<file path="config.mk">
export PLATFORM = sky130hd
export DESIGN_NAME = predictor_ctrl
export DESIGN_NICKNAME = d
export VERILOG_FILES = /design/src/rtl/predictor_ctrl.sv
export SDC_FILE = /design/constraint.sdc
export NUM_CORES = 1
export LEC_CHECK = 0
export ABC_CLOCK_PERIOD_IN_PS = 2900
export BUFFER_PORTS_ARGS = -buffer_cell sky130_fd_sc_hd__buf_2
export CAP_MARGIN = 20
export CORE_ASPECT_RATIO = 0.9
export CORE_UTILIZATION = 44
export DETAILED_ROUTE_END_ITERATION = 10
export PLACE_DENSITY_LB_ADDON = 0.25
export SYNTH_ARGS = -nofsm -noshare
export SYNTH_HDL_FRONTEND = slang
export SYNTH_SLANG_ARGS = --single-unit
</file>
<file path="constraint.sdc">
create_clock -name clk -period 2.9 [get_ports clk]
set_input_delay 0.145 -clock clk [delete_from_list [all_inputs] [get_ports clk]]
set_output_delay 0.145 -clock clk [all_outputs]
set_load 0.05 [all_outputs]
</file>
<file path="src/rtl/predictor_ctrl.sv">
// predictor_ctrl
//   Shared branch predictor: a pattern-history table (PHT) of 2-bit saturating
//   counters serving two fetch ports through a round-robin arbiter.
//   Predictions stay in an in-order FIFO until branch resolution. Each resolved
//   outcome then trains the counter that made the prediction.
//
// Ports
//   clk, rst             clock; asynchronous active-high reset
//   req0/pc0, req1/pc1   lookup requests and PHT indices, held until granted
//   grant0/grant1        combinational grants (at most one per cycle)
//   pred_valid/port      registered lookup result, one cycle after the grant
//   prediction           registered predicted direction (1 = taken)
//   result/taken         resolution of the oldest outstanding prediction
//   mispredict           registered pulse: the oldest prediction was wrong
//   resolve_err          registered pulse: result arrived with nothing outstanding
//   full                 combinational; DEPTH predictions outstanding
module predictor_ctrl #(
  parameter int IDX_W = 4,
  parameter int DEPTH = 4
) (
  input  logic             clk,
  input  logic             rst,
  input  logic             req0,
  input  logic [IDX_W-1:0] pc0,
  input  logic             req1,
  input  logic [IDX_W-1:0] pc1,
  output logic             grant0,
  output logic             grant1,
  output logic             pred_valid,
  output logic             pred_port,
  output logic             prediction,
  input  logic             result,
  input  logic             taken,
  output logic             mispredict,
  output logic             resolve_err,
  output logic             full
);

  localparam int PTR_W   = $clog2(DEPTH);
  localparam int CNT_W   = PTR_W + 1;
  localparam int ENTRIES = 1 << IDX_W;

  logic [1:0]       pht       [ENTRIES];
  logic [IDX_W-1:0] fifo_pc   [DEPTH];
  logic             fifo_pred [DEPTH];
  logic [PTR_W-1:0] head, tail;
  logic [CNT_W-1:0] count;
  logic             last_grant;

  logic             gnt0_p0, gnt1_p0, gnt_p0, pop_p0;
  logic [IDX_W-1:0] lk_pc_p0, head_pc_p0;
  logic             lk_pred_p0, head_pred_p0;

  function automatic logic [1:0] ctr_next(input logic [1:0] c, input logic tk);
    logic [1:0] n;
    n = c;
    if (tk && c != 2'b11)
      n = c + 2'b01;
    else if (!tk && c != 2'b00)
      n = c - 2'b01;
    return n;
  endfunction

  // ---- stage p0: arbitration, PHT read and FIFO head (combinational) ----
  // The reset gate keeps grants low while rst is asserted, even if requests
  // are held. count is cleared asynchronously, so full is low during reset too.
  assign full    = (count == CNT_W'(DEPTH));
  assign gnt0_p0 = !rst && !full && req0 && (!req1 || last_grant);
  assign gnt1_p0 = !rst && !full && req1 && (!req0 || !last_grant);
  assign gnt_p0  = gnt0_p0 | gnt1_p0;
  assign grant0  = gnt0_p0;
  assign grant1  = gnt1_p0;

  assign lk_pc_p0     = gnt1_p0 ? pc1 : pc0;
  // Read before write: a lookup sees the counter value from before any
  // resolve update in the same cycle.
  assign lk_pred_p0   = pht[lk_pc_p0][1];
  assign head_pc_p0   = fifo_pc[head];
  assign head_pred_p0 = fifo_pred[head];
  assign pop_p0       = result && (count != '0);

  // ---- stage p1: table update, FIFO and registered outputs ----
  always_ff @(posedge clk or posedge rst) begin
    if (rst) begin
      for (int i = 0; i < ENTRIES; i++) pht[i] <= 2'b00;
    end else if (pop_p0) begin
      pht[head_pc_p0] <= ctr_next(pht[head_pc_p0], taken);
    end
  end

  always_ff @(posedge clk) begin
    if (gnt_p0) begin
      fifo_pc[tail]   <= lk_pc_p0;
      fifo_pred[tail] <= lk_pred_p0;
    end
  end

  always_ff @(posedge clk or posedge rst) begin
    if (rst) begin
      head        <= '0;
      tail        <= '0;
      count       <= '0;
      last_grant  <= 1'b1;
      pred_valid  <= 1'b0;
      pred_port   <= 1'b0;
      prediction  <= 1'b0;
      mispredict  <= 1'b0;
      resolve_err <= 1'b0;
    end else begin
      if (gnt_p0) begin
        tail       <= tail + 1'b1;
        last_grant <= gnt1_p0;
      end
      if (pop_p0)
        head <= head + 1'b1;
      // A push and a pop in the same cycle leave the occupancy unchanged.
      case ({gnt_p0, pop_p0})
        2'b10:   count <= count + CNT_W'(1);
        2'b01:   count <= count - CNT_W'(1);
        default: count <= count;
      endcase
      pred_valid  <= gnt_p0;
      pred_port   <= gnt1_p0;
      prediction  <= gnt_p0 & lk_pred_p0;
      mispredict  <= pop_p0 && (head_pred_p0 != taken);
      resolve_err <= result && (count == '0);
    end
  end

endmodule

</file>
Yosys cells after proc, flatten, opt, wreduce, memory -nomap -nowiden
Memories as Yosys holds them, arrays and structs flattened.
Cells that the tools add are included.
{"block": "classes", "add_sub_neg": 6, "n_mux": 16, "magnitude_cmp": 3, "reduce_logical": 23, "n_bitwise": 4, "n_eq_ne": 5}
{"operator": "32-bit bitwise mux", "n": 1}
{"operator": "2-bit binary-select mux with 4-bit select", "n": 2}
{"operator": "2-bit two-way mux", "n": 8}
{"operator": "1-bit logical AND", "n": 11}
{"operator": "5-bit >= comparator, second input constant", "n": 2}
{"operator": "4-bit NOT with 5-bit output", "n": 2}
{"operator": "2-bit demux with 4-bit select", "n": 1}
{"operator": "2-bit by 1-bit adder with 2-bit output, second input constant", "n": 3}
{"operator": "1-bit logical NOT", "n": 6}
{"operator": "3-bit case mux with 2 select lines", "n": 1}
{"operator": "5-bit by 1-bit less-than comparator with 1-bit output, second input constant", "n": 1}
{"operator": "4-bit two-way mux", "n": 1}
{"operator": "2-bit nonzero test", "n": 2}
{"operator": "3-bit by 1-bit adder with 3-bit output, second input constant", "n": 1}
{"operator": "3-bit equality test, second input constant", "n": 1}
{"operator": "3-bit logical NOT", "n": 1}
{"operator": "3-bit nonzero test", "n": 1}
{"operator": "3-bit by 1-bit subtractor with 3-bit output, second input constant", "n": 1}
{"operator": "2-bit by 1-bit equality test with 1-bit output, second input constant", "n": 1}
{"operator": "2-bit equality test, second input constant", "n": 1}
{"operator": "1-bit logical OR", "n": 2}
{"operator": "1-bit two-way mux", "n": 2}
{"operator": "2-bit != test, second input constant", "n": 1}
{"operator": "2-bit by 1-bit subtractor with 2-bit output, second input constant", "n": 1}
{"operator": "3 further kinds", "n": 3}
{"block": "totals", "mem_count": 2, "in_bits": 14, "word_cells": 84, "reg_bits": 45, "ram_bits": 20, "out_inout_bits": 8}
{"name": "fifo_pc", "words": 4, "word_bits": 4, "read_ports": 1, "rd_clocked_by_memory_dff": 0, "wr": 1, "line_no": "44", "source": "logic [IDX_W-1:0] fifo_pc [DEPTH];"}
{"name": "fifo_pred", "words": 4, "word_bits": 1, "read_ports": 1, "rd_clocked_by_memory_dff": 0, "wr": 1, "line_no": "45", "source": "logic fifo_pred [DEPTH];"}

Depth between registers and ports, before layout
Gate-level depths: netlist of the first run.
{"block": "logic_depth", "ltp_word": 11, "depth_mapped": 14, "depth_no_buf": 12}

Worst setup path after synthesis of the first run
No wires, ideal clock.
{"block": "synth_timing", "kind": "register to register", "from": "reg head[0]", "to": "reg pht[26] (netlist name)", "period_less_slack_ns": 3.024, "setup_time_ns": 0.127, "slack_ns": -0.124, "required_time_ns": 2.773, "arrival_ns": 2.896, "path_stages_with_launch": 13, "path_buffers": 3, "path_cell_list": "dfrtp_1 buf_6 mux4_2 buf_6 buf_6 a31oi_1 mux2i_1 mux2_2 ha_1 mux2i_1 clkinv_1 xnor2_1 mux2_1"}
{"block": "synth_via", "elab_chain_cells": 11, "word_cells_on_any_way": 20, "cone_classes": "add/sub: 2; order compare: 2; eq/ne: 1; mux: 9; bitwise: 1; reduce/logical: 4; memory: 1"}
{"element": "start, declared", "line_no": "46", "source": "logic [PTR_W-1:0] head, tail;"}
{"element": "start signal, assigned", "line_no": "115", "source": "head <= head + 1'b1;"}
{"element": "memory 4 x 4 bit *"}
{"element": "4-bit NOT with 5-bit output (implied by the code) *", "line_no": "87", "source": "pht[head_pc_p0] <= ctr_next(pht[head_pc_p0], taken);"}
{"element": "parallel branches: the longest is 8 deep, another holds 2-bit by 1-bit subtractor with 2-bit output"}
{"element": "32-bit bitwise mux *", "line_no": "87"}
{"element": "end signal, assigned by index", "line_no": "87"}
{"element": "end, declared", "line_no": "43", "source": "logic [1:0] pht [ENTRIES];"}
Mark *: on every way between the ends. The select of a mux whose other input is x is not followed.
A chain may end at the register's enable or synchronous reset.

Final worst setup path of the first run
{"block": "layout_timing", "from": "reg head[0]", "to": "reg pht[2] (netlist name)"}
Same word-level chain as after synthesis.

==> results of run 1 <==
## final cells by class
cell class,count,share of cell area
Tap cell,96,0.02701
Sequential cell,65,0.3886
Inverter,17,0.01519
Timing Repair Buffer,57,0.09623
Clock buffer,10,0.03095
Clock inverter,6,0.01097
Multi-Input combinational cell,211,0.4311
## cells in the mapped netlist (3+ instances only)
library cell  count  area share
nand2_1          34       0.036
ha_1              7       0.024
a211oi_1          5       0.010
buf_6             4       0.013
nor2b_1           5      0.0087
a21boi_0          3      0.0063
mux2i_1          20       0.056
nor3_1            5      0.0070
nand4_1           3      0.0052
mux2_2           32        0.10
o21ai_0           5      0.0070
mux4_2            4       0.025
and2b_1           4      0.0084
edfxtp_1         20        0.17
nand3_1           6      0.0084
a31oi_1           7       0.012
buf_2             3      0.0042
dfrtp_1          44        0.31
nor2_1            9      0.0094
and2_1            5      0.0087
xnor2_1           9       0.022
a21oi_1           3      0.0042
nor4_1            3      0.0052
nand2b_1          7       0.012
inv_1            13       0.014
## sequential cells by signal, summed over array words and instances, names as in the netlist, 2 cells and up
signal and flops:
count 3, fifo_pc 16, fifo_pred 4, head 2, pht 32, tail 2
## cell families after synthesis
group           synth area share
compound gates           0.09190
flops                     0.4825
buf+inv                  0.03948
simple gates              0.1338
fa+ha+maj                0.03005
mux                       0.1953
xor+xnor                 0.02691
## metal layers
metal,track usage,share of wire
met1,0.2737,0.48
met2,0.3188,0.47
met3,0.05666,0.043
met4,0.05020,0.0070
met5,0,0
## worst max path at each step
stage,slack [ns],startpoint,to
after floorplan,-0.01,head[0],pht[26]
after global placement,-0.18,head[0],pht[30]
after detailed placement,-0.22,head[0],pht[30]
after CTS,-0.13,head[0],pht[2]
after global routing,-0.31,head[0],pht[2]
final,-0.20,head[0],pht[2]
## through the flow
stage / cell area [um2] / cells / setup TNS [ns] / setup WS, ns
2_1_floorplan: 3601 / 303 / -0.02367 / -0.01184
3_3_place_gp: 3944 / 434 / -4.978 / -0.1828
3_5_place_dp: 3944 / 434 / -6.022 / -0.2226
4_1_cts: 4332 / 459 / -3.377 / -0.1294
5_1_grt: 4447 / 462 / -9.237 / -0.3114
6_report: 4447 / 462 / -5.334 / -0.1956
## timing repair
item                                    in CTS  in global routing
endpoints found under the setup margin      32                 32
hold buffers                                 1                  1
hold endpoints to repair                     1                 39
setup buffers                                8                  1
resized for setup                           24                 15
pin swaps                                    2                  4
==> reports/qor.yml, run 1 <==
status:
  status: "finished with violations"
  violations: "negative setup slack"
critical_path:
  crit_top_cell: "mux2i_1"
  cp_num_cells: 14
  worst-setup-path-type: "flip-flop to flip-flop"
  r2r_start: "head[0]"
  cpPeakStageDelay_ns: 0.51
  end_kind: "flip-flop"
  crit_arrival_ns: 3.33
  crit_family: "multiplexers"
  rrSetupSlack_ns: -0.20
  reg2reg_depth: 14
  crit_required_ns: 3.13
  reg2reg_to: "pht[2]"
  slowest_stage: "mux4_2"
  crit_fanout: 15
  path_cells: "buf_4 -> mux4_2 -> buf_12 -> mux2i_1 -> mux2i_1 -> o211ai_2 -> a21oi_2 -> inv_2 -> ha_4 -> mux2i_2 -> clkinv_2 -> buf_6 -> xnor2_4 -> mux2_4"
  crit_path_start_kind: "flip-flop"
  crit_buf_inv: 5
die:
  start_util: 0.4654
  dieArea_mm2: 0.008504
  core_area_mm2: 0.007695
  fp.dieH_um: 87.59
  rows: 30
  design.portCount: 22
  die_w_um: 97.10
cts:
  h-tree-depth: 3
  cts-buffers-inserted: 9
  cts_tree: "built"
  ctsRootBufferMaster: "clkbuf_8"
  clk_latency_ns: 0.35
  clock_sinks: 65
  cts_buffer_depth: 2
  clk_pin_slew_ns: 0.08
finish:
  final_cell_mix: "44 x dfrtp_1, 34 x nand2_1, 28 x mux2_2, 26 x buf_4, 21 x buf_2"
  layout_commonest_cell: "dfrtp_1"
  register_area_mm2: 0.001728
  diodes: 0
  layout.nets: 383
  syn2layout_area_growth_pct: 24.18
  multiInputGateArea_mm2: 0.001917
  fillers: 613
  layout-drive-gt1-share: 0.3962
  final_util: 0.5779
sta:
  rsz0062_at_grt: "yes"
  relSlewSlack: 0.6547
  hold_viol_final: 0
  setup_viol: 32
  drv_slew: 0
  hold_slack_ns: 0.03572
  worst_pin_slew_ns: 0.5137
  fmaxAchievable_mhz: 323.0
  fin_crit_ns: 3.096
  min_period_over_period: 1.067
  finalClockSkew_ns: 0.01340
  fin_ws_ns: -0.1956
synth:
  yosysSeqAreaShare: 0.4825
  synth.distinct_cells: 56
  synth-edff-count: 20
  synth.avg_cell_area_um2: 11.82
  yosys_warnings: 0
  synth_ff_type: "dfrtp_1"
  synth_nets: 325
  ys_seq_elements: 65
  syn-cell-area_mm2: 0.003581
  synthArstFlopShare: 0.6923
  syn_inst: 303
routing:
  vias: 2523
  drt-total-wl_um: 8115
  postRouteAntennaNets: 0
  dr.pass1.iters: 4
  drt_iter0_drc: 163
  via_per_inst: 5.461
  drc: 0
  wl_per_cell_um: 17.56
global_route:
  overflow: 0
  grt_max_degree: 46
  grt_pass1_vias: 2522
  grt_util_all_layers: 0.2002
  antenna_found_initial: 0
  grt_pass1_wl_um: 12920
placed_design:
  hpwl_um: 5611
  io_buffers: 21
  gp_congestion: 0.8769
worst_hold_path:
  min_from: "result"
  whs_endpoint: "resolve_err"
  worstHoldPathType: "input pin to flip-flop"
  hold_path_depth: 2
flow_run:
  maxCapViolations: 0
Power of run 1 is left out: the tool's default activity adds up to more than one toggle a clock period on the data nets, which glitch-free logic cannot reach.
==> run 2, diff against run 1 <==
--- a/config.mk
+++ b/config.mk
@@ -5,7 +5,7 @@
 export SDC_FILE = /design/constraint.sdc
 export NUM_CORES = 1
 export LEC_CHECK = 0
-export ABC_CLOCK_PERIOD_IN_PS = 2900
+export ABC_CLOCK_PERIOD_IN_PS = 3600
 export BUFFER_PORTS_ARGS = -buffer_cell sky130_fd_sc_hd__buf_2
 export CAP_MARGIN = 20
 export CORE_ASPECT_RATIO = 0.9
==> constraint.sdc (replaced) <==
create_clock -name clk -period 3.6 [get_ports clk]
set_input_delay 0.18 -clock clk [delete_from_list [all_inputs] [get_ports clk]]
set_output_delay 0.18 -clock clk [all_outputs]
set_load 0.05 [all_outputs]
==> run 2 against run 1 <==
Against the previous run:
- the flow now finishes without violations
- utilization down 5.5 points
- non-clock buffer count fell by 28
- final cell count down 6.1%
- first-iteration DRC count decreased by 30%
- routed wire length fell by 7.5%
- sequential share of layout area is 4.1 points higher
- clock-buffer cell count did not move
- register-to-register slack improved by 0.51 ns
- clock skew about the same
- hold slack worse by 0.017 ns
- critical endpoint is now pht[5]
- largest cell class is now flip-flops and latches
==> reports/qor.yml, run 2 (synthesis gave the netlist of run 1 again) <==
status:
  status: "completed"
critical_path:
  cpPeakStageDelay_ns: 0.67
  crit_required_ns: 3.83
  r2r_start: "head[0]"
  rrSetupSlack_ns: 0.32
  crit_top_cell: "mux2_2"
  crit_fanout: 13
  worst-setup-path-type: "flip-flop to flip-flop"
  crit_buf_inv: 0
  path_cells: "mux4_2 -> and2b_1 -> a211oi_1 -> a31oi_1 -> mux2i_1 -> mux2_2 -> ha_1 -> o21ai_0 -> a31oi_2 -> mux2_2"
  end_kind: "flip-flop"
  crit_arrival_ns: 3.52
  crit_family: "multiplexers"
  slowest_stage: "mux4_2"
  crit_path_start_kind: "flip-flop"
  startpoint: "head[0]"
sta:
  min_period_over_period: 0.9122
  setup_tns_ns: 0
  finalClockSkew_ns: 0.01295
  drv_slew: 0
  relSlewSlack: 0.6041
  rsz0062_at_grt: "no"
  hold_viol_final: 0
  worst_pin_slew_ns: 0.5877
  setup_viol: 0
  fmaxAchievable_mhz: 304.5
  fin_crit_ns: 3.284
cts:
  cts_buffer_depth: 2
  h-tree-depth: 3
  clock_sinks: 65
  cts_tree: "built"
  clk_pin_slew_ns: 0.08
  cts-buffers-inserted: 9
  ctsRootBufferMaster: "clkbuf_8"
  clk_latency_ns: 0.35
finish:
  stdcell_count: 434
  largest_register: "pht"
  layout.nets: 355
  final_cell_mix: "44 x dfrtp_1, 34 x nand2_1, 32 x mux2_2, 21 x buf_2"
  largest_reg_flops: 32
  reg_top3: "pht x32, fifo_pc x16, fifo_pred x4"
  final_util: 0.5233
  layout-drive-gt1-share: 0.2840
  syn2layout_area_growth_pct: 12.44
  layout_commonest_cell: "dfrtp_1"
  diodes: 0
flow_run:
  maxCapViolations: 0
global_route:
  antenna_found_initial: 0
  grt_pass1_wl_um: 12160
  grt_pass1_vias: 2342
  grt_max_degree: 46
  overflow: 0
  grt_util_all_layers: 0.1884
power:
  power.internal_mw: 2.331
  vdd_drop_max_mv: 0.3750
  pwr-share-seq: 0.316
  switching_share: 0.4243
  p_clk_frac: 0.170
  pwr_density_cell_mw_per_mm2: 1006
  leakagePower_nw: 1.679
  comb_power_share: 0.514
  switchingPower_mw: 1.718
die:
  fp.dieH_um: 87.59
  design.portCount: 22
  dieArea_mm2: 0.008504
  start_util: 0.4654
  core_area_mm2: 0.007695
  rows: 30
  die_w_um: 97.10
routing:
  postRouteAntennaNets: 0
  wl_per_cell_um: 17.30
  drt-total-wl_um: 7510
  via_per_inst: 5.530
  vias: 2400
  dr.pass1.iters: 4
  drc: 0
  drt_iter0_drc: 114
placed_design:
  io_buffers: 21
  gp_congestion: 0.8333
  hpwl_um: 5353
  place_inst: 414
worst_hold_path:
  worstHoldPathType: "input pin to flip-flop"
  min_from: "req0"
==> run 2: final timing paths <==
path                               to  depth (start not counted)
max                            pht[5]                         10
max reg2reg                    pht[5]                         10
min in group asynchronous  prediction                          3
max in group asynchronous     pht[22]                          4
min                        last_grant                          2
min reg2reg                   pht[30]                          1
==> run 2: final cells by class <==
type	count	area (um2)
fill	661	3669
tap	96	120.1
clock inverter	6	92.59
inverter	17	66.31
multi-input combinational	211	1712
clock buffer	10	127.6
sequential	65	1728
timing repair buffer	29	180.2
==> run 2: layer usage <==
metal,wire length [um],track usage,vias to the layer above
met5,0,0,-
met4,101,0.06649,0
met3,401,0.05906,8
met2,3266,0.2798,59
met1,3741,0.2625,1172
li1,-,-,1161
==> run 2: what timing repair did <==
action,in CTS,in global routing
endpoints found under the hold margin,0,9
setup endpoints to repair,0,32
buffers inserted,0,2
hold buffers,0,1
resized for setup,0,1
==> run 2: through the flow <==
stage | power (mW) | hold slack [ns] | setup slack [ns] | area (um2)
after floorplan | 2.916 | 0.2429 | 0.5761 | 3581
after global placement | 3.308 | 0.3866 | 0.2706 | 3761
after detailed placement | 3.337 | 0.3876 | 0.1909 | 3761
after CTS | 4.044 | 0.0008846 | 0.1776 | 3981
after global routing | 4.351 | 0.01608 | 0.03753 | 4026
final | 4.049 | 0.01876 | 0.3159 | 4026
==> run 2: worst register-to-register path: cells and delay by family (launching register included) <==
family	cells	cell delay [ns]
fa+ha+maj	1	0.31
flops	1	0.46
mux	4	1.38
compound gates	4	0.77
simple gates	1	0.24
==> run 2: power groups by stage <==
stage | registers (mW) | clock network [mW] | logic [mW]
after CTS | 1.28 | 0.705 | 2.06
after global placement | 1.29 | 0 | 2.02
after global routing | 1.31 | 0.729 | 2.31
final | 1.28 | 0.689 | 2.08
after detailed placement | 1.29 | 0 | 2.05
after floorplan | 1.25 | 0 | 1.67
No activity file was read; power rests on OpenSTA's default activity.
